===== src/rtl/weighted_round_robin_dispatcher.sv =====
// rtl/weighted_round_robin_dispatcher.sv - weighted round-robin fan-out of one packet stream to N destinations
module weighted_round_robin_dispatcher #(
    parameter int REQUEST_WIDTH = 2,
    parameter int GRANT_WIDTH   = (REQUEST_WIDTH == 1) ? 1 : $clog2(REQUEST_WIDTH),
    parameter int WEIGHT_WIDTH  = 1,
    parameter logic [REQUEST_WIDTH-1:0][WEIGHT_WIDTH-1:0] WEIGHT = '1,
    parameter int DATA_WIDTH    = 8
) (
    input  logic                     i_clk,
    input  logic                     i_rst_n,
    input  logic                     i_valid,
    output logic                     o_ready,
    input  logic [DATA_WIDTH-1:0]    i_data,
    input  logic                     i_last,
    output logic [REQUEST_WIDTH-1:0] o_valid,
    input  logic [REQUEST_WIDTH-1:0] i_ready,
    output logic [DATA_WIDTH-1:0]    o_data,
    output logic                     o_last,
    output logic [GRANT_WIDTH-1:0]   o_destination
);

    // True when at least one destination can ever be selected.
    function automatic bit has_nonzero_weight();
        bit found;
        found = 1'b0;
        for (int i = 0; i < REQUEST_WIDTH; i++) begin
            if (WEIGHT[i] != '0) found = 1'b1;
        end
        return found;
    endfunction

    // Lowest destination index with a nonzero weight; the pointer's home after reset.
    function automatic logic [GRANT_WIDTH-1:0] first_nonzero();
        bit found;
        int result;
        found  = 1'b0;
        result = 0;
        for (int i = 0; i < REQUEST_WIDTH; i++) begin
            if (!found && WEIGHT[i] != '0) begin
                result = i;
                found  = 1'b1;
            end
        end
        return GRANT_WIDTH'(result);
    endfunction

    // Next nonzero-weight index after cur, wrapping; returns cur if it is the only one.
    function automatic logic [GRANT_WIDTH-1:0] next_nonzero(input logic [GRANT_WIDTH-1:0] cur);
        bit found;
        int result;
        int idx;
        found  = 1'b0;
        result = int'(cur);
        for (int k = 1; k <= REQUEST_WIDTH; k++) begin
            idx = (int'(cur) + k) % REQUEST_WIDTH;
            if (!found && WEIGHT[idx] != '0) begin
                result = idx;
                found  = 1'b1;
            end
        end
        return GRANT_WIDTH'(result);
    endfunction

    localparam logic [GRANT_WIDTH-1:0]  P0 = first_nonzero();
    localparam logic [WEIGHT_WIDTH-1:0] W0 = WEIGHT[P0];

    if (!has_nonzero_weight()) begin : g_weight_check
        $error("weighted_round_robin_dispatcher: all weights are zero");
    end

    logic                    full_q, full_d;
    logic [DATA_WIDTH-1:0]   data_q, data_d;
    logic                    last_q, last_d;
    logic [GRANT_WIDTH-1:0]  dest_q, dest_d;
    logic [GRANT_WIDTH-1:0]  ptr_q, ptr_d;
    logic [WEIGHT_WIDTH-1:0] credit_q, credit_d;
    logic                    in_pkt_q, in_pkt_d;

    logic                    drain;
    logic                    accept;
    logic [GRANT_WIDTH-1:0]  ptr_next;

    // Handshake, output-register load/drain and weighted pointer advance.
    always_comb begin
        full_d   = full_q;
        data_d   = data_q;
        last_d   = last_q;
        dest_d   = dest_q;
        ptr_d    = ptr_q;
        credit_d = credit_q;
        in_pkt_d = in_pkt_q;

        drain    = full_q && i_ready[dest_q];
        o_ready  = !full_q || drain;
        accept   = i_valid && o_ready;
        ptr_next = next_nonzero(ptr_q);

        if (accept) begin
            data_d   = i_data;
            last_d   = i_last;
            dest_d   = ptr_q;
            full_d   = 1'b1;
            in_pkt_d = !i_last;
            // Credit is consumed per whole packet, so only the final beat counts.
            if (i_last) begin
                if (credit_q > WEIGHT_WIDTH'(1)) begin
                    credit_d = credit_q - WEIGHT_WIDTH'(1);
                end else begin
                    ptr_d    = ptr_next;
                    credit_d = WEIGHT[ptr_next];
                end
            end
        end else if (drain) begin
            full_d = 1'b0;
        end
    end

    // State registers with asynchronous active-low clear.
    always_ff @(posedge i_clk or negedge i_rst_n) begin
        if (!i_rst_n) begin
            full_q   <= 1'b0;
            data_q   <= '0;
            last_q   <= 1'b0;
            dest_q   <= '0;
            ptr_q    <= P0;
            credit_q <= W0;
            in_pkt_q <= 1'b0;
        end else begin
            full_q   <= full_d;
            data_q   <= data_d;
            last_q   <= last_d;
            dest_q   <= dest_d;
            ptr_q    <= ptr_d;
            credit_q <= credit_d;
            in_pkt_q <= in_pkt_d;
        end
    end

    // One-hot valid decoded from the held destination.
    always_comb begin
        o_valid = '0;
        for (int d = 0; d < REQUEST_WIDTH; d++) begin
            o_valid[d] = full_q && (dest_q == GRANT_WIDTH'(d));
        end
    end

    assign o_data        = data_q;
    assign o_last        = last_q;
    assign o_destination = dest_q;

endmodule


===== config.mk =====
export PLATFORM = sky130hd
export DESIGN_NAME = weighted_round_robin_dispatcher
export DESIGN_NICKNAME = d
export VERILOG_FILES = /design/src/rtl/weighted_round_robin_dispatcher.sv
export SDC_FILE = /design/constraint.sdc
export NUM_CORES = 1
export LEC_CHECK = 0
export CORE_AREA = 5 5 42 44
export CTS_CLUSTER_SIZE = 24
export DETAILED_ROUTE_END_ITERATION = 10
export DIE_AREA = 0 0 47 49
export PLACE_DENSITY = 0.87
export SLEW_MARGIN = 20
export SYNTH_ARGS = -nofsm -noshare
export SYNTH_HDL_FRONTEND = slang
export SYNTH_SLANG_ARGS = --single-unit
export TNS_END_PERCENT = 10

===== constraint.sdc =====
create_clock -name i_clk -period 2.2 [get_ports i_clk]
set_input_delay 0.44 -clock i_clk [delete_from_list [all_inputs] [get_ports i_clk]]
set_output_delay 0.44 -clock i_clk [all_outputs]
set_load 0.005 [all_outputs]

## Yosys cells after proc, flatten, opt, wreduce, memory -nomap -nowiden

Index checks and enable logic that the tools add are counted.

| operators by class | value |
|---|---|
| add/sub/neg operators | 3 |
| $lt $le $gt $ge | 5 |
| multiplexer cells | 13 |
| bitwise operators | 4 |
| reduce and logical (&&, ||, !) cells | 11 |

Operators by type and width:

| operator | count |
|---|---|
| two-way mux 1 bit | 13 |
| less-than comparator 2 x 3 -> 1 bit, second input constant | 2 |
| logical AND 1 bit | 5 |
| less-than comparator 1 x 2 -> 1 bit, second input constant | 2 |
| AND reduction 3 bit | 1 |
| adder 1 bit, second input constant | 2 |
| bitwise AND 1 bit, first input constant | 2 |
| zero test 1 bit | 2 |
| NOT 1 bit | 2 |
| AND reduction 2 bit | 1 |
| nonzero test 2 bit | 1 |
| > comparator 1 bit, second input constant | 1 |
| logical OR 1 bit | 1 |
| subtractor 1 bit, second input constant | 1 |

| storage, ports and cells | value |
|---|---|
| bits in registers | 13 |
| output and inout port bits | 13 |
| logic and storage cells | 42 |

## Longest topological paths before layout

Gate-level depths: netlist of run 1.

| logic depth | value |
|---|---|
| depth after elaboration | 12 |
| gate-level depth with buffers | 3 |
| mapped depth without buffers | 3 |

## Worst setup path after synthesis of run 1

Ideal clock, no wire load.

| path | value |
|---|---|
| kind | reg2reg |
| from | register dest_q, in the netlist o_destination |
| to | register data_q[0], in the netlist o_data[0] |
| arrival | 1.256 ns |
| setup slack | 0.819 ns |
| cell stages (with the launch flop) | 4 |
| clock period less this slack | 1.381 ns |
| path through | dfrtp_1 -> mux2i_1 -> a21boi_4 -> mux2_2 |

| on the way | value |
|---|---|
| word-level cells in the longest chain between the ends | 5 |

RTL lines:

| what | RTL line | RTL |
|---|---|---|
| start: declaration | 74 | `logic [GRANT_WIDTH-1:0] dest_q, dest_d;` |
| start signal: assignment | 132 | `dest_q <= dest_d;` |
| two-way mux 1 bit (not written as such) (2 in series) | 93 | `drain = full_q && i_ready[dest_q];` |
| logical AND 1 bit | 93 |  |
| logical OR 1 bit | 94 | `o_ready = !full_q \|\| drain;` |
| logical AND 1 bit | 95 | `accept = i_valid && o_ready;` |
| end signal: assignment | 130 | `data_q <= data_d;` |
| end: declaration | 72 | `logic [DATA_WIDTH-1:0] data_q, data_d;` |

No other way between the ends. The select of a mux whose other input is x is not followed.
A chain may end at the register's enable or synchronous reset.

## Worst setup path after layout of run 1

| path | value |
|---|---|
| from | input i_ready[1] |
| to | output o_ready |

| on the way | value |
|---|---|
| word-level cells in the longest chain between the ends | 4 |

RTL lines:

| what | RTL line | RTL |
|---|---|---|
| start: declaration | 16 | `input logic [REQUEST_WIDTH-1:0] i_ready,` |
| two-way mux 1 bit (not written as such) (2 in series) | 93 |  |
| logical AND 1 bit | 93 |  |
| logical OR 1 bit | 94 |  |
| end: declaration | 12 | `output logic o_ready,` |

No other way between the ends. The select of a mux whose other input is x is not followed.

==> results.yml, run 1 <==
clocking:
  cts_setup_buffers: 0
  post_cts_resized: 0
  clk_pin_slew_ps: 70
  postCtsHoldBufs: 0
  clockBufferDepth: 2
  htree_levels: 1
  clk_latency_ps: 260
  cts_tree: "built"
  cts_buffers: 3
  cts-root-buf: "clkbuf_4"
  cts.sinks: 12
hold_path:
  hold_class: "register to register"
logic_synthesis:
  syn_area_um2: 502
  syn-instance-count: 35
  syn_area_per_cell_um2: 14.3
  synth_cell_types: 14
  synth_warnings: 0
  seq_area_frac_synth: 0.599
  synth_nets: 49
  synth-seq-cells: 12
power:
  power.leakage_nw: 0.355
  vdd_drop_max_v: 0.000583
  powerDensity_mw_per_mm2: 1030
timing:
  rsz0062_at_grt: "no"
  hold_violations: 0
  relSlewSlack: 0.654
  tightest_slew_ps: 517
  skew_ps: 2.77
  finalSetupViolations: 0
  slew_viol_final: 0
  min_period_ps: 2070
  timing.fmax_mhz: 483
  setup_tns_ps: 0
  whs_ps: 477
  layout_worst_path_cycle_share: 0.942
placed_design:
  place_area_um2: 790
  placed_cells: 78
  portBuffers: 26
  gp_congestion: 0.625
drt:
  finalWirelength_um: 1030
  vias: 391
  drcViolationCount: 0
  drt_iter0_markers: 6
  viasPerCell: 4.77
  wl_per_cell_um: 12.5
  first_pass_iters: 2
  antenna_left: 0
finish:
  syn2layout_area_growth_pct: 64.6
  stdcell_area_um2: 826
  fin_util: 0.589
  drive_gt1_frac: 0.258
  stdcell_count: 82
  mostFrequentLayoutCell: "clkdlybuf4s50_1"
  fin_nets: 81
  layout_common_cells: "26 x clkdlybuf4s50_1, 12 x dfrtp_1, 9 x mux2_2"
  num_antenna_cells: 0
global_routing:
  track_usage: 0.112
  grt_pass1_vias: 429
  antenna_found_initial: 0
  grt_max_degree: 13
  grt_pass1_wl_um: 1820
  grt-ovfl-total: 0
floorplan:
  start_util: 0.358
  die-height_um: 49
  fp.coreArea_mm2: 0.00140
  rows: 14
  die_w_um: 47
  ioPinCount: 27
  die-area_mm2: 0.00230
critical_path:
  startpoint: "i_ready[1]"
  r2r_slack_ps: 630
  crit_path_max_fanout: 2
  r2r_cells: 4
  cp.required_ps: 1760
  crit_end: "o_ready"
  cp_data_arrival_time_ps: 1630
  regToRegEndpoint: "o_last"
  reg2reg_from: "o_destination"
  path_class: "input pin to primary output"
  end_kind: "primary output"
  start_kind: "input pin"
flow_run:
  maxCapViolCount: 0
status:
  status: "completed"
-- power by group --
group          leakage (nW)  switching, mW  internal (mW)
clock                0.0210         0.0647          0.100
sequential            0.138         0.0514          0.294
combinational         0.195         0.0989          0.240
total                 0.355          0.215          0.634
-- state kept, by name (all words and copies together) (netlist names) --
name / flops
ptr_q: 1
full_q: 1
o_data: 8
o_last: 1
o_destination: 1
-- cells in the mapped netlist (all sizes together) --
library cell   n  share of area
inv            1         0.0075
dfrtp         12           0.60
mux2           9           0.20
nand2          2          0.015
mux2i          1          0.020
xor2           1          0.017
a21oi          1          0.010
nand2b         2          0.025
nor2           1         0.0075
a21o           1          0.017
o21ai          1          0.010
a22o           1          0.017
a21boi         1          0.037
and2           1          0.015
-- worst min-delay path by stage --
stage               startpoint      to  slack, ps  cells after the start
CTS                      ptr_q   ptr_q        490                      1
finish                   ptr_q   ptr_q        480                      1
floorplan              i_rst_n  full_q        140                      0
global placement         ptr_q   ptr_q        460                      1
detailed placement       ptr_q   ptr_q        470                      1
global route             ptr_q   ptr_q        490                      1
-- layer usage --
metal | share of wire | global-route usage | wire length, um | vias up
met5 | 0 | 0 | 0 | -
met4 | 0.0058 | 0.0553 | 6 | 0
met3 | 0.17 | 0.0738 | 178 | 2
met2 | 0.44 | 0.163 | 452 | 21
met1 | 0.38 | 0.120 | 392 | 181
li1 | - | - | - | 187
-- layout make-up --
cell class	instances	area [um^2]
inverters	1	3.75
repair buffers	27	268
flip-flops and latches	12	300
well taps	16	20.0
fillers	122	576
clock buffers	4	36.3
multi-input cells	22	198
-- critical path, cell delays in order --
cell and delay (ps):
clkdlybuf4s50_1 480, mux2i_1 100, nand2_1 100, clkdlybuf4s50_1 520
-- logic make-up (layout without fill, tap and decap cells) --
family / count (synthesis) / in the layout / synth area share
and+or+nand+nor: 6 / 6 / 0.0623
buffers and inverters: 1 / 32 / 0.00747
muxes: 10 / 10 / 0.222
DFF: 12 / 12 / 0.599
xor gates and xnor gates: 1 / 1 / 0.0175
AOI/OAI and AO/OA: 5 / 5 / 0.0923
-- through the flow --
step | setup WS (ps) | total power [mW]
after global placement | 139 | 0.684
after global routing | 28.4 | 0.914
after CTS | 108 | 0.867
final | 128 | 0.849
after floorplan | 819 | 0.471
after detailed placement | 122 | 0.692
Note: power is estimated with default switching activity, not from simulation.
==> inputs of run 2 (changes only) <==
--- a/config.mk
+++ b/config.mk
@@ -10,7 +10,6 @@
 export DETAILED_ROUTE_END_ITERATION = 10
 export DIE_AREA = 0 0 47 49
 export PLACE_DENSITY = 0.87
-export SLEW_MARGIN = 20
 export SYNTH_ARGS = -nofsm -noshare
 export SYNTH_HDL_FRONTEND = slang
 export SYNTH_SLANG_ARGS = --single-unit
==> results of run 2 <==
Same layout as run 1: the final DEF is identical, and so are final timing and power.
==> inputs of run 3 (changes only) <==
--- a/config.mk
+++ b/config.mk
@@ -5,11 +5,13 @@
 export SDC_FILE = /design/constraint.sdc
 export NUM_CORES = 1
 export LEC_CHECK = 0
-export CORE_AREA = 5 5 42 44
+export CELL_PAD_IN_SITES_DETAIL_PLACEMENT = 0
+export CELL_PAD_IN_SITES_GLOBAL_PLACEMENT = 1
+export CORE_MARGIN = 5
+export CORE_UTILIZATION = 30
 export CTS_CLUSTER_SIZE = 24
 export DETAILED_ROUTE_END_ITERATION = 10
-export DIE_AREA = 0 0 47 49
-export PLACE_DENSITY = 0.87
+export PLACE_DENSITY = 0.9
 export SYNTH_ARGS = -nofsm -noshare
 export SYNTH_HDL_FRONTEND = slang
 export SYNTH_SLANG_ARGS = --single-unit
==> results.yml, run 3 (synthesized netlist as in run 1, its figures left out) <==
status:
  status: "completed"
clocking:
  cts.sinks: 12
  cts_buffers: 3
  clockBufferDepth: 2
  cts_tree: "built"
  clk_latency_ps: 280
  htree_levels: 1
  cts_setup_buffers: 0
  post_cts_resized: 0
  clk_pin_slew_ps: 70
  cts-root-buf: "clkbuf_4"
  postCtsHoldBufs: 0
floorplan:
  die_w_um: 50.9
  fp.coreArea_mm2: 0.00154
  die-area_mm2: 0.00259
  rows: 14
  die-height_um: 50.9
  start_util: 0.325
  ioPinCount: 27
finish:
  mostFrequentLayoutCell: "clkdlybuf4s50_1"
  fin_nets: 81
  drive_gt1_frac: 0.258
  num_antenna_cells: 0
  stdcell_area_um2: 826
  multiInputGateArea_um2: 198
  syn2layout_area_growth_pct: 64.6
  regArea_um2: 300
  layout_common_cells: "26 x clkdlybuf4s50_1, 12 x dfrtp_1, 9 x mux2_2"
  largest_reg_flops: 8
  fillers: 134
global_routing:
  antenna_found_initial: 0
  grt-ovfl-total: 0
  grt_pass1_vias: 420
  grt_max_degree: 13
  grt_pass1_wl_um: 1900
  track_usage: 0.102
power:
  vdd_drop_max_v: 0.000493
  p_comb_frac: 0.395
  powerDensity_mw_per_mm2: 1040
  swShare: 0.262
  seq_power_share: 0.401
  p_int_mw: 0.635
  power_frac_clock: 0.204
  power.leakage_nw: 0.355
  power_switching_mw: 0.225
timing:
  slew_viol_final: 0
  min_period_ps: 2090
  finalSetupViolations: 0
  rsz0062_at_grt: "no"
  timing.fmax_mhz: 478
  skew_ps: 3.53
  hold_violations: 0
  relSlewSlack: 0.648
  tightest_slew_ps: 527
  layout_worst_path_cycle_share: 0.951
  setup_tns_ps: 0
placed_design:
  hpwl_um: 863
  portBuffers: 26
  place_area_um2: 790
  gp_congestion: 0.618
critical_path:
  cp_data_arrival_time_ps: 1650
  path_class: "input pin to primary output"
  start_kind: "input pin"
  cp.required_ps: 1760
  end_kind: "primary output"
  crit_path_max_fanout: 2
drt:
  wl_per_cell_um: 13.3
  vias: 387
  drcViolationCount: 0
  drt_iter0_markers: 2
  viasPerCell: 4.72
  antenna_left: 0
  finalWirelength_um: 1090
  first_pass_iters: 2
hold_path:
  hold_class: "register to register"
flow_run:
  maxCapViolCount: 0
==> run 3: through the flow <==
| step | power, mW | setup WS [ps] | util | instances | hold WS, ps |
|---|---|---|---|---|---|
| detailed placement | 0.694 | 115 | 0.512 | 78 | 461 |
| finish | 0.860 | 108 | 0.536 | 82 | 471 |
| global route | 0.920 | 41.8 | 0.536 | 82 | 505 |
| CTS | 0.874 | 97.6 | 0.536 | 82 | 475 |
| floorplan | 0.471 | 819 | - | 35 | 144 |
| global placement | 0.687 | 134 | 0.512 | 78 | 462 |
==> run 3: final timing paths <==
path / from / endpoint / slack, ps / cells after the start
max in group asynchronous: i_rst_n / o_data[4] / 1340 / 1
min reg2reg: ptr_q / ptr_q / 470 / 1
min: ptr_q / ptr_q / 470 / 1
max reg2reg: o_destination / o_data[6] / 640 / 4
min in group asynchronous: i_rst_n / o_data[6] / 510 / 1
max: i_ready[1] / o_ready / 110 / 4
==> run 3: layout make-up <==
| type | count | area share |
|---|---|---|
| tap | 16 | 0.0242 |
| inverter | 1 | 0.00455 |
| timing repair buffer | 27 | 0.324 |
| clock buffer | 4 | 0.0439 |
| multi-input combinational | 22 | 0.239 |
| sequential | 12 | 0.364 |
==> run 3: metal layers <==
metal	vias to the layer above	share of wire	track usage	routed length [um]
li1	182	-	-	-
met5	-	0	0	0
met1	176	0.41	0.111	450
met3	5	0.16	0.0727	176
met2	24	0.39	0.130	424
met4	0	0.035	0.0894	38
==> run 3: power groups by stage <==
| stage | clock network, mW | registers (mW) | logic, mW |
|---|---|---|---|
| floorplan | 0 | 0.350 | 0.122 |
| global placement | 0 | 0.347 | 0.340 |
| detailed placement | 0 | 0.351 | 0.343 |
| CTS | 0.181 | 0.346 | 0.347 |
| global route | 0.193 | 0.358 | 0.369 |
| finish | 0.176 | 0.344 | 0.340 |
==> run 3: critical path, cell delays in order <==
cell and delay [ps]:
clkdlybuf4s50_1 420, mux2i_1 210, nand2_1 100, clkdlybuf4s50_1 480
